--- src/rtl/fractal_job_arbiter.sv ---
// Round-robin arbiter sharing one fractal_kernel among NUM_REQ requesters, with tagged responses.
// Define FRACTAL_ARB_WATCHDOG_EN to add the hung-kernel watchdog (FLUSH state, error responses).
module fractal_job_arbiter #(
  parameter int unsigned NUM_REQ = 4,
  parameter int unsigned ID_W    = 3,
  parameter int unsigned TIMEOUT = 1024
) (
  input  logic                     clk,
  input  logic                     rst_n,
  input  logic [NUM_REQ-1:0]       req_valid,
  output logic [NUM_REQ-1:0]       req_ready,
  input  logic [NUM_REQ*256-1:0]   req_pixel,
  input  logic [NUM_REQ*32-1:0]    req_config,
  output logic [255:0]             krn_pixel_block,
  output logic [31:0]              krn_config,
  output logic                     krn_srst_n,
  input  logic [127:0]             krn_coeff,
  input  logic                     krn_valid,
  output logic                     rsp_valid,
  input  logic                     rsp_ready,
  output logic [ID_W-1:0]          rsp_id,
  output logic [127:0]             rsp_coeff,
  output logic                     rsp_error
);

  localparam int unsigned PIX_W   = 256;
  localparam int unsigned CFG_W   = 32;
  localparam int unsigned COEFF_W = 128;
  localparam int unsigned SUM_W   = ID_W + 1;

  typedef enum logic [1:0] {
    ST_IDLE  = 2'd0,
    ST_WAIT  = 2'd1,
    ST_FLUSH = 2'd2,
    ST_RESP  = 2'd3
  } state_t;

  state_t             state;
  state_t             state_nxt;
  logic [ID_W-1:0]    rr_ptr;
  logic [ID_W-1:0]    grant_idx;
  logic [ID_W-1:0]    grant_off;
  logic [ID_W-1:0]    job_id;
  logic [NUM_REQ-1:0] req_rot;
  logic [SUM_W-1:0]   grant_sum;
  logic               grant_any;
  logic               grant_fire;
  logic               armed;
  logic               done_c;
  logic [PIX_W-1:0]   pix_q;
  logic [CFG_W-1:0]   cfg_q;
  logic [COEFF_W-1:0] coeff_q;
  logic               rsp_valid_q;

`ifdef FRACTAL_ARB_WATCHDOG_EN
  localparam int unsigned WD_W = (TIMEOUT > 1) ? $clog2(TIMEOUT) : 1;
  logic [WD_W-1:0] wd_cnt;
  logic            wd_expired;
  logic            flush_cnt;
  logic            srst_n_q;
  logic            rsp_error_q;

  assign wd_expired = (wd_cnt == WD_W'(TIMEOUT - 1));
  assign krn_srst_n = srst_n_q;
  assign rsp_error  = rsp_error_q;
`else
  assign krn_srst_n = 1'b1;
  assign rsp_error  = 1'b0;
`endif

  // Rotate requests so rr_ptr lands on bit 0, pick the lowest set bit, rotate back.
  always_comb begin
    req_rot   = NUM_REQ'({req_valid, req_valid} >> rr_ptr);
    grant_off = '0;
    for (int j = NUM_REQ - 1; j >= 0; j--) begin
      if (req_rot[j]) grant_off = ID_W'(j);
    end
    grant_sum = {1'b0, rr_ptr} + {1'b0, grant_off};
    if (grant_sum >= SUM_W'(NUM_REQ)) grant_idx = ID_W'(grant_sum - SUM_W'(NUM_REQ));
    else                              grant_idx = grant_sum[ID_W-1:0];
    grant_any = |req_valid;
  end

  assign done_c = armed && krn_valid;

  always_ff @(posedge clk or negedge rst_n) begin
    if (!rst_n) state <= ST_IDLE;
    else        state <= state_nxt;
  end

  always_comb begin
    state_nxt = state;
    case (state)
      ST_IDLE: if (grant_any) state_nxt = ST_WAIT;
      ST_WAIT: begin
        if (done_c) state_nxt = ST_RESP;
`ifdef FRACTAL_ARB_WATCHDOG_EN
        else if (wd_expired) state_nxt = ST_FLUSH;
`endif
      end
`ifdef FRACTAL_ARB_WATCHDOG_EN
      ST_FLUSH: if (flush_cnt) state_nxt = ST_RESP;
`else
      ST_FLUSH: state_nxt = ST_IDLE;
`endif
      ST_RESP: if (rsp_ready) state_nxt = ST_IDLE;
      default: state_nxt = ST_IDLE;
    endcase
  end

  // Grant strobe is combinational and masked while reset is held.
  always_comb begin
    grant_fire = 1'b0;
    req_ready  = '0;
    if (state == ST_IDLE && grant_any && rst_n) begin
      grant_fire = 1'b1;
      req_ready  = NUM_REQ'(1) << grant_idx;
    end
  end

  always_ff @(posedge clk or negedge rst_n) begin
    if (!rst_n) begin
      rr_ptr      <= '0;
      job_id      <= '0;
      pix_q       <= '0;
      cfg_q       <= '0;
      coeff_q     <= '0;
      armed       <= 1'b0;
      rsp_valid_q <= 1'b0;
    end else begin
      if (grant_fire) begin
        pix_q  <= PIX_W'(req_pixel >> (32'(grant_idx) * PIX_W));
        cfg_q  <= CFG_W'(req_config >> (32'(grant_idx) * CFG_W));
        job_id <= grant_idx;
        rr_ptr <= (grant_idx == ID_W'(NUM_REQ - 1)) ? '0 : grant_idx + 1'b1;
        armed  <= 1'b0;
      end
      // A valid still held from the previous job must drop before we trust it.
      if (state == ST_WAIT) begin
        if (!krn_valid) armed <= 1'b1;
        if (done_c) coeff_q <= krn_coeff;
      end
`ifdef FRACTAL_ARB_WATCHDOG_EN
      if (state == ST_FLUSH && flush_cnt) coeff_q <= '0;
`endif
      rsp_valid_q <= (state_nxt == ST_RESP);
    end
  end

`ifdef FRACTAL_ARB_WATCHDOG_EN
  always_ff @(posedge clk or negedge rst_n) begin
    if (!rst_n) begin
      wd_cnt      <= '0;
      flush_cnt   <= 1'b0;
      srst_n_q    <= 1'b1;
      rsp_error_q <= 1'b0;
    end else begin
      if (grant_fire) wd_cnt <= '0;
      else if (state == ST_WAIT && wd_cnt != '1) wd_cnt <= wd_cnt + 1'b1;
      if (state == ST_WAIT && done_c) rsp_error_q <= 1'b0;
      if (state == ST_FLUSH) begin
        flush_cnt <= ~flush_cnt;
        if (flush_cnt) rsp_error_q <= 1'b1;
      end
      srst_n_q <= (state_nxt != ST_FLUSH);
    end
  end
`endif

  assign krn_pixel_block = pix_q;
  assign krn_config      = cfg_q;
  assign rsp_valid       = rsp_valid_q;
  assign rsp_id          = job_id;
  assign rsp_coeff       = coeff_q;

endmodule

--- config.mk ---
export PLATFORM = sky130hd
export DESIGN_NAME = fractal_job_arbiter
export DESIGN_NICKNAME = d
export VERILOG_FILES = /design/src/rtl/fractal_job_arbiter.sv
export SDC_FILE = /design/constraint.sdc
export NUM_CORES = 1
export LEC_CHECK = 0
export BUFFER_PORTS_ARGS = -buffer_cell sky130_fd_sc_hd__buf_2
export CAP_MARGIN = 5
export CORE_AREA = 3 3 669 671
export CTS_BUF_LIST = sky130_fd_sc_hd__clkbuf_2 sky130_fd_sc_hd__clkbuf_4 sky130_fd_sc_hd__clkbuf_8
export CTS_CLUSTER_SIZE = 28
export DETAILED_ROUTE_END_ITERATION = 16
export DIE_AREA = 0 0 672 674
export HOLD_SLACK_MARGIN = 0.03
export PLACE_DENSITY = 0.33
export SLEW_MARGIN = 20
export SYNTH_ARGS = -nofsm -noshare
export SYNTH_HDL_FRONTEND = slang
export SYNTH_SLANG_ARGS = --single-unit
--- constraint.sdc ---
create_clock -name clk -period 3.3 [get_ports clk]
set_clock_uncertainty 0.1 [all_clocks]
set_input_delay 0.165 -clock clk [delete_from_list [all_inputs] [get_ports clk]]
set_output_delay 0.165 -clock clk [all_outputs]
set_load 0.005 [all_outputs]
# Word-level counts from Yosys, hierarchy flattened
# Index checks and enable logic that the tools add are counted.
# totals
ff_bits,426
wordCells,42
inputBits,1288
out_inout_bits,426
# classes
n_addsub,3
eq_ne,5
magnitude_cmp,1
reduce_logical,6
n_mux,15
n_shift,4
# ops
cell,count
>> shifter 1024 x 11 -> 256 bit,1
>> shifter 128 x 8 -> 32 bit,1
2-to-1 mux 2 bit,6
2-to-1 mux 3 bit,3
case mux 2 bit (4 select lines),1
>> shifter 8 x 3 -> 4 bit,1
"== test 2 bit, second input constant",3
adder 3 x 3 -> 4 bit,1
"greater-or-equal comparator 4 x 3 -> 1 bit, second input constant",1
2-to-1 mux 1 bit,4
2-to-1 mux 4 bit,1
OR reduction 4 bit,1
"<< shifter 1 x 3 -> 4 bit, first input constant",1
"adder 3 x 1 -> 3 bit, second input constant",1
"== test 3 x 2 -> 1 bit, second input constant",1
logical AND 1 bit,3
"subtractor 3 bit, second input constant",1
"== test 2 x 1 -> 1 bit, second input constant",1
zero test 2 bit,1
AND reduction 2 bit,1

# Longest topological paths before layout
# logic_depth
word_depth,10
depth_mapped,12
ltp_nobuf,8

# Least setup slack after synthesis
# Ideal clock, no wire load.
# synth_path
kind,register to register
startpoint,reg rr_ptr[0]
endpoint,"reg cfg_q[17], in the netlist krn_config[17]"
synth_period_minus_slack_ns,3.252
setup_ns,0.121
path_buffers,4
required_time_ns,3.079
path_stages_with_launch,12
t_arrival_ns,3.031
slack_ns,0.048
cell_sequence,dfrtp_1 > clkbuf_1 > mux2i_1 > nor2_1 > a2111oi_0 > ha_1 > fa_1 > buf_2 > clkbuf_1 > clkbuf_1 > mux4_2 > a22o_1
# synth_between
elab_chain_cells,9
word_cells_on_any_way,10
cone_classes,add/sub: 2; order compare: 1; shift: 2; mux: 5
# synth_rtl
item,line_no,text
start: declaration,40,logic [ID_W-1:0] rr_ptr;
start signal: assignment,135,rr_ptr <= (grant_idx == ID_W'(NUM_REQ - 1)) ? '0 : grant_idx + 1'b1;
>> shifter 8 x 3 -> 4 bit,73,"req_rot = NUM_REQ'({req_valid, req_valid} >> rr_ptr);"
2-to-1 mux 2 bit (3 in a row),76,if (req_rot[j]) grant_off = ID_W'(j);
2-to-1 mux 3 bit,76,
adder 3 x 3 -> 4 bit *,78,"grant_sum = {1'b0, rr_ptr} + {1'b0, grant_off};"
greater-or-equal comparator 4 x 3 -> 1 bit or subtractor 3 bit (tied branches),79,if (grant_sum >= SUM_W'(NUM_REQ)) grant_idx = ID_W'(grant_sum - SUM_W'(NUM_REQ));
2-to-1 mux 3 bit *,79,
via grant_idx[1],41,logic [ID_W-1:0] grant_idx;
>> shifter 128 x 8 -> 32 bit *,133,cfg_q <= CFG_W'(req_config >> (32'(grant_idx) * CFG_W));
end signal: assignment,133,
end: declaration,51,logic [CFG_W-1:0] cfg_q;
# The timed path passes the listed nets; every way through them passes the cells marked *.
# A chain may end at the register's enable or synchronous reset.

# Worst setup path after layout
# layout_path
startpoint,reg rr_ptr[2]
endpoint,"reg pix_q[168], in the netlist krn_pixel_block[168]"
# layout_between
elab_chain_cells,9
word_cells_on_any_way,10
cone_classes,add/sub: 2; order compare: 1; shift: 2; mux: 5
# layout_rtl
item,line_no,text
>> shifter 8 x 3 -> 4 bit,73,
2-to-1 mux 2 bit (3 in a row),76,
2-to-1 mux 3 bit,76,
adder 3 x 3 -> 4 bit *,78,
greater-or-equal comparator 4 x 3 -> 1 bit or subtractor 3 bit (tied branches),79,
2-to-1 mux 3 bit *,79,
via grant_idx[1],41,
>> shifter 1024 x 11 -> 256 bit *,132,pix_q <= PIX_W'(req_pixel >> (32'(grant_idx) * PIX_W));
end signal: assignment,132,
end: declaration,50,logic [PIX_W-1:0] pix_q;
# Marked as above.

==> run metrics <==
Synth Instances 1340; post-route ant nets 0; initial core utilization 0.0508; relative slew slack 0.348; setup slack after layout -0.577 ns; layout cells sized above 1 0.516; Worst Setup End Kind register; kind of critical path reg2reg; first-pass GRT wire length 408000 um; Post-synth EDFFs 0; Buffers on Ports 1711; violated checks setup timing; YS warnings 0; root buf cell clkbuf_8; Mapped Avg Cell Area 16.8 um2; DP Cell Count 8945; Fin Setup TNS -117.23 ns; Vias/cell 2.99; die height 674 um; DRT iter0 DRCs 2182; vias in the first global route 33600; max_cap viols 0; Post-Place Worst Slack -0.292 ns; largest net degree at the start of global routing 107; initial antenna violation count 445; final std cells w/o fill 11000; clk slew on worst S/H paths 0.06 ns; leading area contributor after synthesis dfrtp_1; Final Hold Fails 0; net count after synthesis 2635; Std-Cell Rows 244; Area contributors post-synth dfrtp_1 47%, mux4_2 29%, a22o_1 11%; area added between synthesis and finish 164%; CP arrival 4.47 ns; fmax 0.258 GHz; RD Place Congestion 1.01; Die Area 0.453 mm2; final setup vio count 292; CP Max Fanout 6; Worst Tran Pin Value 0.975 ns; CTS Buffer Depth 4; Main synth FF type dfrtp_1; top cell type's share of synthesized area 0.475; synth unique cells 37; crit share post-route 1.17; GRT Total Usage 0.142; area of the core 0.442 mm2; final count of pins violating max slew 0; cts bufs inserted 100; post-DP HPWL 297000 um; Hold Path Class in2reg; Setup crit start kind register; later-pin clock latency in the skew report 0.92 ns; CTS sink cnt 426; final wirelength 341000 um; Die Span X 672 um; I/O pin count 1714; FILL cells 50100; Multi-input gate area 0.0111 mm2; RSZ-0062 raised after global routing true; sequential share of the synthesized area 0.475; via count 32900; htree depth 3; status finished, violations left; CTS tree built; CP Data Required Time 3.89 ns; post-route minimum period 3.88 ns; Synth Cell Area 0.0225 mm2; Final #Nets 6114; drt drc 0; DRT Pass-1 Iters 5; PwrDens 819 mW/mm2; leakage 25.1 nW; VDD IR max 0.000714 V; fin area 0.0594 mm2; FF+latch area 0.0107 mm2; Seq cells post-synth 426; grt total ovfl 0; Layout Utilization 0.134; DP Area 0.0390 mm2; post-synthesis async set-or-reset flop share 1.00; WL/cell 31.0 um
cells by family (layout without fill, tap and decap cells):
| kind of cell | count (synthesis) | in the layout | synth area share |
|---|---|---|---|
| flip-flops | 426 | 426 | 0.475 |
| multiplexers | 422 | 422 | 0.356 |
| AO/OA/AOI/OAI | 310 | 310 | 0.120 |
| buffers and inverters | 151 | 3703 | 0.0394 |
| AND/OR/NAND/NOR | 22 | 22 | 0.00613 |
| adder cells (fa/ha/maj) | 7 | 7 | 0.00423 |
| other | 2 | 207 | 0.000334 |
worst max-delay path, cell delays in order (launching register included):
cell       delay (ns)
dfrtp_1          0.41
nand2b_4         0.16
o221a_4          0.22
a2111oi_4        0.38
ha_4             0.20
fa_4             0.64
buf_16           0.18
buf_4            0.14
buf_12           0.14
buf_16           0.15
buf_12           0.20
buf_16           0.13
mux4_2           0.28
a22o_1           0.20
final timing paths:
path | depth (start not counted) | slack [ns] | end | from
min in group asynchronous | 3 | 0.52 | krn_pixel_block[227] | rst_n
worst max register to register | 13 | -0.58 | krn_pixel_block[168] | rr_ptr[2]
worst min-delay path | 4 | 0.18 | krn_pixel_block[69] | req_pixel[69]
max in group asynchronous | 5 | 0.49 | krn_pixel_block[182] | rst_n
worst max-delay path | 13 | -0.58 | krn_pixel_block[168] | rr_ptr[2]
worst min register to register | 1 | 0.40 | krn_pixel_block[205] | krn_pixel_block[205]
Yosys cell counts (all sizes together) (2+ instances only):
library cell	instances
dfrtp	426
a22o	288
mux4	288
mux2	130
buf	111
clkbuf	36
o21ai	10
and2	7
ha	6
inv	4
mux2i	4
nand2	4
nor2	4
conb	2
nand2b	2
o31ai	2
or2	2
where the power goes:
group	internal (mW)	switching [mW]	leakage [nW]	total [mW]
Combinational	16.3	15.9	18.6	32.2
Clock	4.14	3.03	1.17	7.17
Sequential	7.65	1.59	5.27	9.23
final cells by class:
cell class | count | area share
repair buffers | 3524 | 0.463
multi-input cells | 763 | 0.187
flip-flops and latches | 426 | 0.180
well taps | 5904 | 0.124
clock buffers | 153 | 0.0322
diodes | 205 | 0.00864
clock inverters | 22 | 0.00462
inverters | 4 | 0.000379
registers in the layout, summed over array words and instances (netlist names):
register / cells
krn_config: 32
state: 2
rr_ptr: 3
rsp_coeff: 128
rsp_valid: 1
armed: 1
rsp_id: 3
krn_pixel_block: 256
routing by layer:
layer  global-route usage  vias to the layer above  part of all wire
li1                     -                    12900                 -
met1                0.146                    16300              0.34
met2                0.246                     2558              0.48
met3               0.0666                      939              0.12
met4               0.0594                      180             0.053
met5              0.00579                        -            0.0042
cells in the final DEF (no fill, tap or decap), types with 3 or more instances in the layout:
cell | netlist | routed
mux2_2 | 129 | 128
clkinv_2 | 0 | 13
o21ai_1 | 3 | 3
nand2_1 | 4 | 4
clkbuf_16 | 0 | 13
and2_4 | 0 | 5
mux4_2 | 288 | 288
dlygate4sd3_1 | 0 | 1622
ha_4 | 0 | 5
buf_16 | 0 | 16
buf_8 | 0 | 15
clkbuf_4 | 0 | 31
buf_4 | 2 | 97
inv_1 | 4 | 3
bufinv_16 | 0 | 6
a22o_1 | 288 | 288
buf_6 | 28 | 13
dfrtp_1 | 426 | 425
buf_2 | 80 | 1706
buf_12 | 0 | 42
diode_2 | 0 | 205
clkbuf_8 | 0 | 122
o21ai_0 | 7 | 6
stage by stage:
stage	hold WS [ns]	power [mW]
floorplan	-0.231	22.2
global placement	-0.0949	35.1
detailed placement	-0.0943	35.2
CTS	0.0300	46.8
global route	0.103	51.4
finish	0.178	48.6
repair_timing:
action	in CTS	in global routing
hold buffers	1622	0
hold endpoints to repair	749	0
pin swaps	21	101
gates cloned	9	16
endpoints found under the setup margin	292	292
setup buffers	16	16
resized for setup	59	59
No activity file was read; power rests on OpenSTA's default activity.
